### src/rtl/hazard_ctrl_if.sv
// Hazard controller bus: ID/EX/MEM hazard inputs and pipeline-register control outputs.
// The master side is the datapath. The slave side is hazard_ctrl.
interface hazard_ctrl_if;
    localparam int unsigned REG_W = 5;

    logic [REG_W-1:0] id_rs;
    logic [REG_W-1:0] id_rt;
    logic             id_uses_rt;
    logic [REG_W-1:0] ex_rt;
    logic             ex_MemRead;
    logic             branch_taken;
    logic             mem_req;
    logic             mem_ready;

    logic             pc_write;
    logic             if_id_write;
    logic             if_id_flush;
    logic             id_ex_write;
    logic             id_ex_bubble;
    logic             ex_mem_write;
    logic             ex_mem_flush;
    logic             mem_wb_bubble;
    logic             timeout_err;
    logic [1:0]       state_out;

    modport master (
        output id_rs, id_rt, id_uses_rt, ex_rt, ex_MemRead, branch_taken, mem_req, mem_ready,
        input  pc_write, if_id_write, if_id_flush, id_ex_write, id_ex_bubble,
               ex_mem_write, ex_mem_flush, mem_wb_bubble, timeout_err, state_out
    );

    modport slave (
        input  id_rs, id_rt, id_uses_rt, ex_rt, ex_MemRead, branch_taken, mem_req, mem_ready,
        output pc_write, if_id_write, if_id_flush, id_ex_write, id_ex_bubble,
               ex_mem_write, ex_mem_flush, mem_wb_bubble, timeout_err, state_out
    );
endinterface

### src/rtl/hazard_ctrl.sv
// Pipeline hazard controller: load-use stalls, branch flushes, memory freezes and wait timeout.
// Defining HAZARD_PERF_CNT_EN adds the saturating stall_cycles / flush_events counters.
module hazard_ctrl #(
    parameter int unsigned FLUSH_EXTRA = 0,
    parameter int unsigned MAX_WAIT    = 64,
    parameter int unsigned CNT_W       = 16
) (
    input  logic             clock,
    input  logic             reset,
`ifdef HAZARD_PERF_CNT_EN
    output logic [CNT_W-1:0] stall_cycles,
    output logic [CNT_W-1:0] flush_events,
`endif
    hazard_ctrl_if.slave     bus
);
    localparam int unsigned WAIT_W  = 16;
    localparam int unsigned FLUSH_W = 4;

    typedef enum logic [1:0] {
        RUN      = 2'd0,
        FLUSH    = 2'd1,
        MEM_WAIT = 2'd2,
        TIMEOUT  = 2'd3
    } state_t;

    state_t               state;
    state_t               state_nxt;
    logic [WAIT_W-1:0]    wait_cnt;
    logic [WAIT_W-1:0]    wait_nxt;
    logic [FLUSH_W-1:0]   flush_cnt;
    logic [FLUSH_W-1:0]   flush_nxt;
    logic                 timeout_err;

    logic                 lu;
    logic                 freeze;
    logic                 run_eval;
    logic                 branch_acc;

    logic                 pc_write;
    logic                 if_id_write;
    logic                 if_id_flush;
    logic                 id_ex_write;
    logic                 id_ex_bubble;
    logic                 ex_mem_write;
    logic                 ex_mem_flush;
    logic                 mem_wb_bubble;

    // Load-use hazard: a load in EX writes a register the ID instruction reads.
    assign lu = bus.ex_MemRead && (bus.ex_rt != 5'd0) &&
                ((bus.ex_rt == bus.id_rs) || (bus.id_uses_rt && (bus.ex_rt == bus.id_rt)));

    always_ff @(posedge clock) begin
        if (reset) begin
            state       <= RUN;
            wait_cnt    <= '0;
            flush_cnt   <= '0;
            timeout_err <= 1'b0;
        end else begin
            state       <= state_nxt;
            wait_cnt    <= wait_nxt;
            flush_cnt   <= flush_nxt;
            timeout_err <= timeout_err || (state_nxt == TIMEOUT);
        end
    end

    // Next-state and combinational pipeline controls; outputs settle before the falling-edge capture.
    always_comb begin
        state_nxt     = state;
        wait_nxt      = wait_cnt;
        flush_nxt     = flush_cnt;
        freeze        = 1'b0;
        run_eval      = 1'b0;
        branch_acc    = 1'b0;
        pc_write      = 1'b1;
        if_id_write   = 1'b1;
        if_id_flush   = 1'b0;
        id_ex_write   = 1'b1;
        id_ex_bubble  = 1'b0;
        ex_mem_write  = 1'b1;
        ex_mem_flush  = 1'b0;
        mem_wb_bubble = 1'b0;

        case (state)
            RUN: begin
                if (bus.mem_req && !bus.mem_ready) begin
                    freeze    = 1'b1;
                    state_nxt = MEM_WAIT;
                    wait_nxt  = WAIT_W'(1);
                end else begin
                    run_eval = 1'b1;
                end
            end
            FLUSH: begin
                if (bus.mem_req && !bus.mem_ready) begin
                    freeze    = 1'b1;
                    state_nxt = MEM_WAIT;
                    wait_nxt  = WAIT_W'(1);
                    flush_nxt = '0;
                end else begin
                    if_id_flush = 1'b1;
                    if (flush_cnt <= FLUSH_W'(1)) begin
                        state_nxt = RUN;
                        flush_nxt = '0;
                    end else begin
                        flush_nxt = flush_cnt - FLUSH_W'(1);
                    end
                end
            end
            MEM_WAIT: begin
                if (!bus.mem_ready) begin
                    freeze = 1'b1;
                    if (wait_cnt >= WAIT_W'(MAX_WAIT)) begin
                        state_nxt = TIMEOUT;
                    end else if (wait_cnt != {WAIT_W{1'b1}}) begin
                        wait_nxt = wait_cnt + WAIT_W'(1);
                    end
                end else begin
                    run_eval  = 1'b1;
                    state_nxt = RUN;
                    wait_nxt  = '0;
                end
            end
            TIMEOUT: begin
                freeze = 1'b1;
            end
            default: begin
                state_nxt = RUN;
            end
        endcase

        // Branch outranks load-use: the flush removes the stalled instruction anyway.
        if (run_eval) begin
            if (bus.branch_taken) begin
                branch_acc   = 1'b1;
                pc_write     = 1'b1;
                if_id_flush  = 1'b1;
                id_ex_bubble = 1'b1;
                ex_mem_flush = 1'b1;
                if (FLUSH_EXTRA > 0) begin
                    state_nxt = FLUSH;
                    flush_nxt = FLUSH_W'(FLUSH_EXTRA);
                end
            end else if (lu) begin
                pc_write     = 1'b0;
                if_id_write  = 1'b0;
                id_ex_bubble = 1'b1;
            end
        end

        if (freeze) begin
            pc_write      = 1'b0;
            if_id_write   = 1'b0;
            id_ex_write   = 1'b0;
            ex_mem_write  = 1'b0;
            mem_wb_bubble = 1'b1;
        end

        // While reset is high, the pipeline is held empty, whatever the state.
        if (reset) begin
            pc_write      = 1'b0;
            if_id_write   = 1'b0;
            if_id_flush   = 1'b1;
            id_ex_write   = 1'b1;
            id_ex_bubble  = 1'b1;
            ex_mem_write  = 1'b1;
            ex_mem_flush  = 1'b1;
            mem_wb_bubble = 1'b1;
            branch_acc    = 1'b0;
        end
    end

    assign bus.pc_write      = pc_write;
    assign bus.if_id_write   = if_id_write;
    assign bus.if_id_flush   = if_id_flush;
    assign bus.id_ex_write   = id_ex_write;
    assign bus.id_ex_bubble  = id_ex_bubble;
    assign bus.ex_mem_write  = ex_mem_write;
    assign bus.ex_mem_flush  = ex_mem_flush;
    assign bus.mem_wb_bubble = mem_wb_bubble;
    assign bus.timeout_err   = timeout_err;
    assign bus.state_out     = state;

`ifdef HAZARD_PERF_CNT_EN
    // Saturating performance counters.
    always_ff @(posedge clock) begin
        if (reset) begin
            stall_cycles <= '0;
            flush_events <= '0;
        end else begin
            if (!pc_write && (stall_cycles != {CNT_W{1'b1}})) begin
                stall_cycles <= stall_cycles + CNT_W'(1);
            end
            if (branch_acc && (flush_events != {CNT_W{1'b1}})) begin
                flush_events <= flush_events + CNT_W'(1);
            end
        end
    end
`else
    logic unused_perf;
    assign unused_perf = ^{branch_acc, CNT_W[0]};
`endif
endmodule

### src/flat_wrapper.sv
// flat-port wrapper written by rule: the top's interface ports become plain ports
module hazard_ctrl_flat 
#(
    parameter int unsigned FLUSH_EXTRA = 0,
    parameter int unsigned MAX_WAIT    = 64,
    parameter int unsigned CNT_W       = 16
)
  (clock, reset, bus_id_rs, bus_id_rt, bus_id_uses_rt, bus_ex_rt, bus_ex_MemRead, bus_branch_taken, bus_mem_req, bus_mem_ready, bus_pc_write, bus_if_id_write, bus_if_id_flush, bus_id_ex_write, bus_id_ex_bubble, bus_ex_mem_write, bus_ex_mem_flush, bus_mem_wb_bubble, bus_timeout_err, bus_state_out);
  hazard_ctrl_if bus_i ();
  input  logic clock;
  input  logic reset;
  input wire logic [$bits(bus_i.id_rs)-1:0] bus_id_rs;
  input wire logic [$bits(bus_i.id_rt)-1:0] bus_id_rt;
  input wire logic [$bits(bus_i.id_uses_rt)-1:0] bus_id_uses_rt;
  input wire logic [$bits(bus_i.ex_rt)-1:0] bus_ex_rt;
  input wire logic [$bits(bus_i.ex_MemRead)-1:0] bus_ex_MemRead;
  input wire logic [$bits(bus_i.branch_taken)-1:0] bus_branch_taken;
  input wire logic [$bits(bus_i.mem_req)-1:0] bus_mem_req;
  input wire logic [$bits(bus_i.mem_ready)-1:0] bus_mem_ready;
  output wire logic [$bits(bus_i.pc_write)-1:0] bus_pc_write;
  output wire logic [$bits(bus_i.if_id_write)-1:0] bus_if_id_write;
  output wire logic [$bits(bus_i.if_id_flush)-1:0] bus_if_id_flush;
  output wire logic [$bits(bus_i.id_ex_write)-1:0] bus_id_ex_write;
  output wire logic [$bits(bus_i.id_ex_bubble)-1:0] bus_id_ex_bubble;
  output wire logic [$bits(bus_i.ex_mem_write)-1:0] bus_ex_mem_write;
  output wire logic [$bits(bus_i.ex_mem_flush)-1:0] bus_ex_mem_flush;
  output wire logic [$bits(bus_i.mem_wb_bubble)-1:0] bus_mem_wb_bubble;
  output wire logic [$bits(bus_i.timeout_err)-1:0] bus_timeout_err;
  output wire logic [$bits(bus_i.state_out)-1:0] bus_state_out;
  assign bus_i.id_rs = bus_id_rs;
  assign bus_i.id_rt = bus_id_rt;
  assign bus_i.id_uses_rt = bus_id_uses_rt;
  assign bus_i.ex_rt = bus_ex_rt;
  assign bus_i.ex_MemRead = bus_ex_MemRead;
  assign bus_i.branch_taken = bus_branch_taken;
  assign bus_i.mem_req = bus_mem_req;
  assign bus_i.mem_ready = bus_mem_ready;
  assign bus_pc_write = bus_i.pc_write;
  assign bus_if_id_write = bus_i.if_id_write;
  assign bus_if_id_flush = bus_i.if_id_flush;
  assign bus_id_ex_write = bus_i.id_ex_write;
  assign bus_id_ex_bubble = bus_i.id_ex_bubble;
  assign bus_ex_mem_write = bus_i.ex_mem_write;
  assign bus_ex_mem_flush = bus_i.ex_mem_flush;
  assign bus_mem_wb_bubble = bus_i.mem_wb_bubble;
  assign bus_timeout_err = bus_i.timeout_err;
  assign bus_state_out = bus_i.state_out;
  hazard_ctrl #(.FLUSH_EXTRA(FLUSH_EXTRA), .MAX_WAIT(MAX_WAIT), .CNT_W(CNT_W)) u_core (.clock(clock), .reset(reset), .bus(bus_i));
endmodule
### config.mk
export PLATFORM = sky130hd
export DESIGN_NAME = hazard_ctrl_flat
export DESIGN_NICKNAME = d
export VERILOG_FILES = /design/src/rtl/hazard_ctrl_if.sv /design/src/rtl/hazard_ctrl.sv /design/src/flat_wrapper.sv
export SDC_FILE = /design/constraint.sdc
export NUM_CORES = 1
export LEC_CHECK = 0
export CAP_MARGIN = 20
export CORE_MARGIN = 5
export CORE_UTILIZATION = 30
export CTS_CLUSTER_DIAMETER = 150
export DETAILED_ROUTE_END_ITERATION = 6
export HOLD_SLACK_MARGIN = 0.08
export PLACE_DENSITY = 0.58
export SYNTH_ARGS = -nofsm -noshare
export SYNTH_HDL_FRONTEND = slang
export SYNTH_SLANG_ARGS = --single-unit
### constraint.sdc
create_clock -name clock -period 2.2 [get_ports clock]
set_clock_uncertainty 0.05 [all_clocks]
set_input_delay 0.22 -clock clock [delete_from_list [all_inputs] [get_ports clock]]
set_output_delay 0.22 -clock clock [all_outputs]
set_load 0.01 [all_outputs]
## Word-level counts from Yosys, hierarchy flattened

Index checks and enable logic that the tools add are counted.

| word-level totals | value |
|---|---|
| flip-flop bits (word level) | 23 |
| input port bits | 22 |
| output and inout port bits | 11 |
| word-level logic and storage cells | 69 |

| operators by class | value |
|---|---|
| add/sub/neg operators | 2 |
| order comparisons | 2 |
| equal/unequal tests | 10 |
| mux-type cells | 39 |
| reduce and logical (&&, ||, !) cells | 12 |

Operators by type and width:

| kind | number |
|---|---|
| two-way mux 16 bit | 4 |
| case mux 16 bit (2 select lines) | 1 |
| two-way mux 1 bit | 24 |
| adder 16 x 1 -> 16 bit, second input constant | 1 |
| greater-or-equal comparator 16 x 7 -> 1 bit, second input constant | 1 |
| inequality test 16 bit, second input constant | 1 |
| equality test 5 bit | 2 |
| two-way mux 2 bit | 5 |
| two-way mux 4 bit | 2 |
| equality test 2 bit, second input constant | 3 |
| case mux 2 bit (3 select lines) | 1 |
| nonzero test 5 bit | 1 |
| <= comparator 4 x 1 -> 1 bit, second input constant | 1 |
| logical AND 1 bit | 4 |
| AND reduction 4 bit | 1 |
| subtractor 4 x 1 -> 4 bit, second input constant | 1 |
| inequality test 3 x 2 -> 1 bit, second input constant | 1 |
| inequality test 3 bit, second input constant | 1 |
| case mux 1 bit (3 select lines) | 1 |
| equality test 2 x 1 -> 1 bit, second input constant | 1 |
| zero test 2 bit | 1 |
| logical OR 1 bit | 2 |
| inequality test 2 x 1 -> 1 bit, second input constant | 1 |
| case mux 1 bit (2 select lines) | 1 |
| other kinds (3) | 3 |

## Depth between registers and ports, before layout

| logic depth | value |
|---|---|
| word-level depth | 9 |
| mapped depth | 6 |
| gate-level depth less buffers | 6 |

## Least setup slack after synthesis

Ideal clock, no wire load.

| timing | value |
|---|---|
| kind | register to register |
| from | register u_core.flush_cnt[0] |
| to | register u_core.flush_cnt[3] |
| setup time | 71 ps |
| arrival | 1,517 ps |
| required time | 2,079 ps |
| path slack | 562 ps |
| cell stages (with the launch flop) | 7 |
| path buffers | 0 |
| period minus slack after synthesis | 1,638 ps |
| cells stage by stage | dfxtp_1 inv_1 ha_1 or2_2 a211oi_1 nand3b_1 a21oi_1 |

| between the ends | value |
|---|---|
| cells in the longest elaborated chain, start to end | 3 |
| elaborated cells between the ends (all ways) | 4 |
| classes of those cells | add/sub: 1; order compare: 1; mux: 2 |

Ends and longest elaborated chain:

| element | line | text |
|---|---|---|
| start, declared | hazard_ctrl.sv:30 | `logic [FLUSH_W-1:0] flush_cnt;` |
| start signal, assigned | hazard_ctrl.sv:61 | `flush_cnt <= flush_nxt;` |
| subtractor 4 x 1 -> 4 bit / <= comparator 4 x 1 -> 1 bit (equally long branches) | hazard_ctrl.sv:105, hazard_ctrl.sv:101 |  |
| two-way mux 4 bit (*) | hazard_ctrl.sv:101 | `if (flush_cnt <= FLUSH_W'(1)) begin` |
| two-way mux 4 bit (*) | hazard_ctrl.sv:94 | `if (bus.mem_req && !bus.mem_ready) begin` |

Every way passes the cells marked *; elsewhere a longest branch is shown, timed or not.
A chain may end at the register's enable or synchronous reset.

## Worst setup path after layout

| timing | value |
|---|---|
| from | input port bus_ex_rt[2] |
| to | output port bus_if_id_write |

| between the ends | value |
|---|---|
| cells in the longest elaborated chain, start to end | 9 |
| elaborated cells between the ends (all ways) | 12 |
| classes of those cells | eq/ne: 2; mux: 5; reduce/logical: 5 |

Ends and longest elaborated chain:

| element | line | text |
|---|---|---|
| start, declared | flat_wrapper.sv:15 | `input wire logic [$bits(bus_i.ex_rt)-1:0] bus_ex_rt;` |
| equality test 5 bit | hazard_ctrl.sv:50 | `((bus.ex_rt == bus.id_rs) \|\| (bus.id_uses_rt && (bus.ex_rt == bus.id_rt)));` |
| logical AND 1 bit | hazard_ctrl.sv:50 |  |
| logical OR 1 bit | hazard_ctrl.sv:50 |  |
| logical AND 1 bit (*) | hazard_ctrl.sv:49 | `assign lu = bus.ex_MemRead && (bus.ex_rt != 5'd0) &&` |
| two-way mux 1 bit (*) | hazard_ctrl.sv:143 | `end else if (lu) begin` |
| two-way mux 1 bit (*) | hazard_ctrl.sv:133 | `if (bus.branch_taken) begin` |
| two-way mux 1 bit (*) | hazard_ctrl.sv:132 | `if (run_eval) begin` |
| two-way mux 1 bit (*) | hazard_ctrl.sv:150 | `if (freeze) begin` |
| two-way mux 1 bit (*) | hazard_ctrl.sv:159 | `if (reset) begin` |
| end, declared | flat_wrapper.sv:21 | `output wire logic [$bits(bus_i.if_id_write)-1:0] bus_if_id_write;` |

Marked as above.

==> out/metrics.cfg <==
[outcome]
outcome = completed

[floorplanning]
core_um2 = 4290
io_pins = 33
start_util_pct = 30.3
num_rows = 24
fp.dieH_um = 75.9
die_w_um = 75.9
die_area_um2 = 5750

[clocking]
cts_sinks = 23
clk_path_buf_depth = 2
cts_tree = done
hold_buffers = 0
insertion_delay_ns = 0.27
post-cts-setup-buffer-count = 0
numCtsBuffers = 3
clockRootBuffer = clkbuf_8
htreeDepth = 1
clk_pin_slew_ns = 0.08

[critical_path]
crit_arrival_ns = 1.86
crit_type = in -> out
start_kind = input pin
setup.worst_path.end_class = output pin
critPathMaxFanout = 2
worst_ep_required_time_ns = 1.93

[min_path]
hold_class = reg -> reg

[global_routing]
grt_pass1_vias = 1259
grt_max_degree = 14
grt_pass1_wl_um = 5640
antenna_found_initial = 0
gr-total-overflow = 0
track_usage_pct = 12.7

[synth]
synth-edff-count = 0
synth_fp_nets = 177
synth_seq_cells = 23
synthFlopType = dfxtp_1
yosys_warnings = 0
synth_area_um2 = 1300
netlist.area_leader.share_pct = 35.4
yosysTopAreaCell = dfxtp_1
synth.area.top_cells = dfxtp_1, xor2_1, nor2_1
ys_seq_area_share_pct = 35.4
syn-mean-instance-area_um2 = 8.62
synthDistinctLibCells = 45
syn_inst = 151
synthArstFlopShare_pct = 0

[timing]
setup_tns_ns = 0
post-route-period-util_pct = 96.8
fin_crit_ns = 2.13
rsz0062_at_grt = false
drv_slew = 0
worst_slew_pin_slew_ns = 0.534
worst_slew_margin_rel_pct = 64.2
setup_viol = 0
max_freq_mhz = 470
finalHoldViolCount = 0

[power_and_ir_drop]
p_int_w = 0.000634
switchingPower_w = 0.000214
power.share.clock_pct = 31.4
p_leak_nw = 0.694
netSwitchingFraction_pct = 25.2
p_per_area_nw_per_um2 = 466
vdd_ir_drop_max_mv = 0.209
pwr-share-seq_pct = 50.1
combPwrFrac_pct = 18.5

[route]
viasPerCell = 5.07
wl_um = 3360
drt-wirelength-per-cell_um = 13.6
drt_iter0_markers = 48
ant_nets = 0
drc = 0
dr.pass1.iters = 4
routed-via-count = 1257

[finish]
drive_gt1_share_pct = 14.3
n_antenna_cell = 0
final_common_cell = clkdlybuf4s50_1
post-route-util_pct = 42.3
design_area_um2 = 1820
nets = 223
syn_to_final_growth_pct = 39.6
final_cell_mix = clkdlybuf4s50_1, dfxtp_1, nor2_1

[placement]
numPortBuffers = 32
dp_hpwl_um = 2760
postPlaceCellArea_um2 = 1760
place.gp.congestion = 0.757

[job]
cap_viol_max_count = 0

[synthesized netlist by cell type (all sizes together) (4+ instances only)]
library cell and number:
a211oi 4, a21oi 11, and2 5, dfxtp 23, ha 4, inv 10
nand2 6, nand2b 4, nand3 6, nor2 15, nor3 4, o21ai 7
xor2 9
[routing by layer]
metal / vias up / routed length (um) / global-route usage, % / part of all wire, %
met3: 6 / 84 / 2.11 / 2.5
li1: 634 / - / - / -
met1: 595 / 1470 / 15.3 / 44
met2: 22 / 1740 / 22.3 / 52
met5: - / 0 / 0 / 0
met4: 0 / 68 / 4.85 / 2.0
[worst max-delay path, cell delays in order]
cell and delay, ns:
clkdlybuf4s50_1 0.43, buf_4 0.15, buf_4 0.12, xnor2_1 0.19, a32oi_1 0.15, o31a_1 0.30, dlygate4sd2_1 0.29
[cell type report]
class                   instances  area [um2]
clock buffers                   3        41.3
multi-input cells             114         790
repair buffers                 45         417
inverters                      10        37.5
flip-flops and latches         23         462
fillers                       431        2480
well taps                      52        65.1
clock inverters                 1        5.00
[worst paths after layout]
path / startpoint / endpoint / slack [ns] / cells past startpoint
max reg2reg: u_core.flush_cnt[0] / u_core.bus.timeout_err / 0.30 / 6
max: bus_ex_rt[2] / bus_if_id_write / 0.07 / 7
min reg2reg: u_core.bus.timeout_err / u_core.bus.timeout_err / 0.43 / 1
min: u_core.bus.timeout_err / u_core.bus.timeout_err / 0.43 / 1
[metrics by stage]
stage          setup slack [ns]  hold WS [ns]  total power, W  cells
6_report                 0.0703         0.430        0.000847    248
4_1_cts                0.000384         0.438        0.000860    248
2_1_floorplan             0.562         0.392        0.000495    151
5_1_grt                0.000278         0.446        0.000885    248
3_3_place_gp             -0.139         0.410        0.000590    244
3_5_place_dp             -0.230         0.406        0.000593    244
[sequential cells by signal, summed over array words and instances, names as in the netlist]
register                count
u_core.flush_cnt            4
u_core.wait_cnt            16
u_core.bus.timeout_err      1
u_core.bus.state_out        2
[power by group through the flow]
stage,clock network (W),logic (W),registers [W]
2_1_floorplan,0,0.0000634,0.000432
3_3_place_gp,0,0.000156,0.000434
3_5_place_dp,0,0.000159,0.000434
4_1_cts,0.000280,0.000155,0.000424
5_1_grt,0.000289,0.000171,0.000425
6_report,0.000266,0.000157,0.000425
[repair_timing]
item                       in CTS  in global routing
gates cloned                    0                  0
setup endpoints to repair       3                  4
gates resized for setup         5                  5
pin swaps                       2                  3
[kinds of logic after synthesis]
| group | after synthesis | share of synthesized area, % |
|---|---|---|
| XOR/XNOR | 10 | 6.73 |
| flip-flops | 23 | 35.4 |
| buffers and inverters | 14 | 4.71 |
| multiplexers | 1 | 0.769 |
| adder cells (fa/ha/maj) | 4 | 3.85 |
| AND/OR/NAND/NOR | 62 | 29.6 |
| AO/OA/AOI/OAI | 37 | 18.9 |
(Power assumes the default switching activity.)
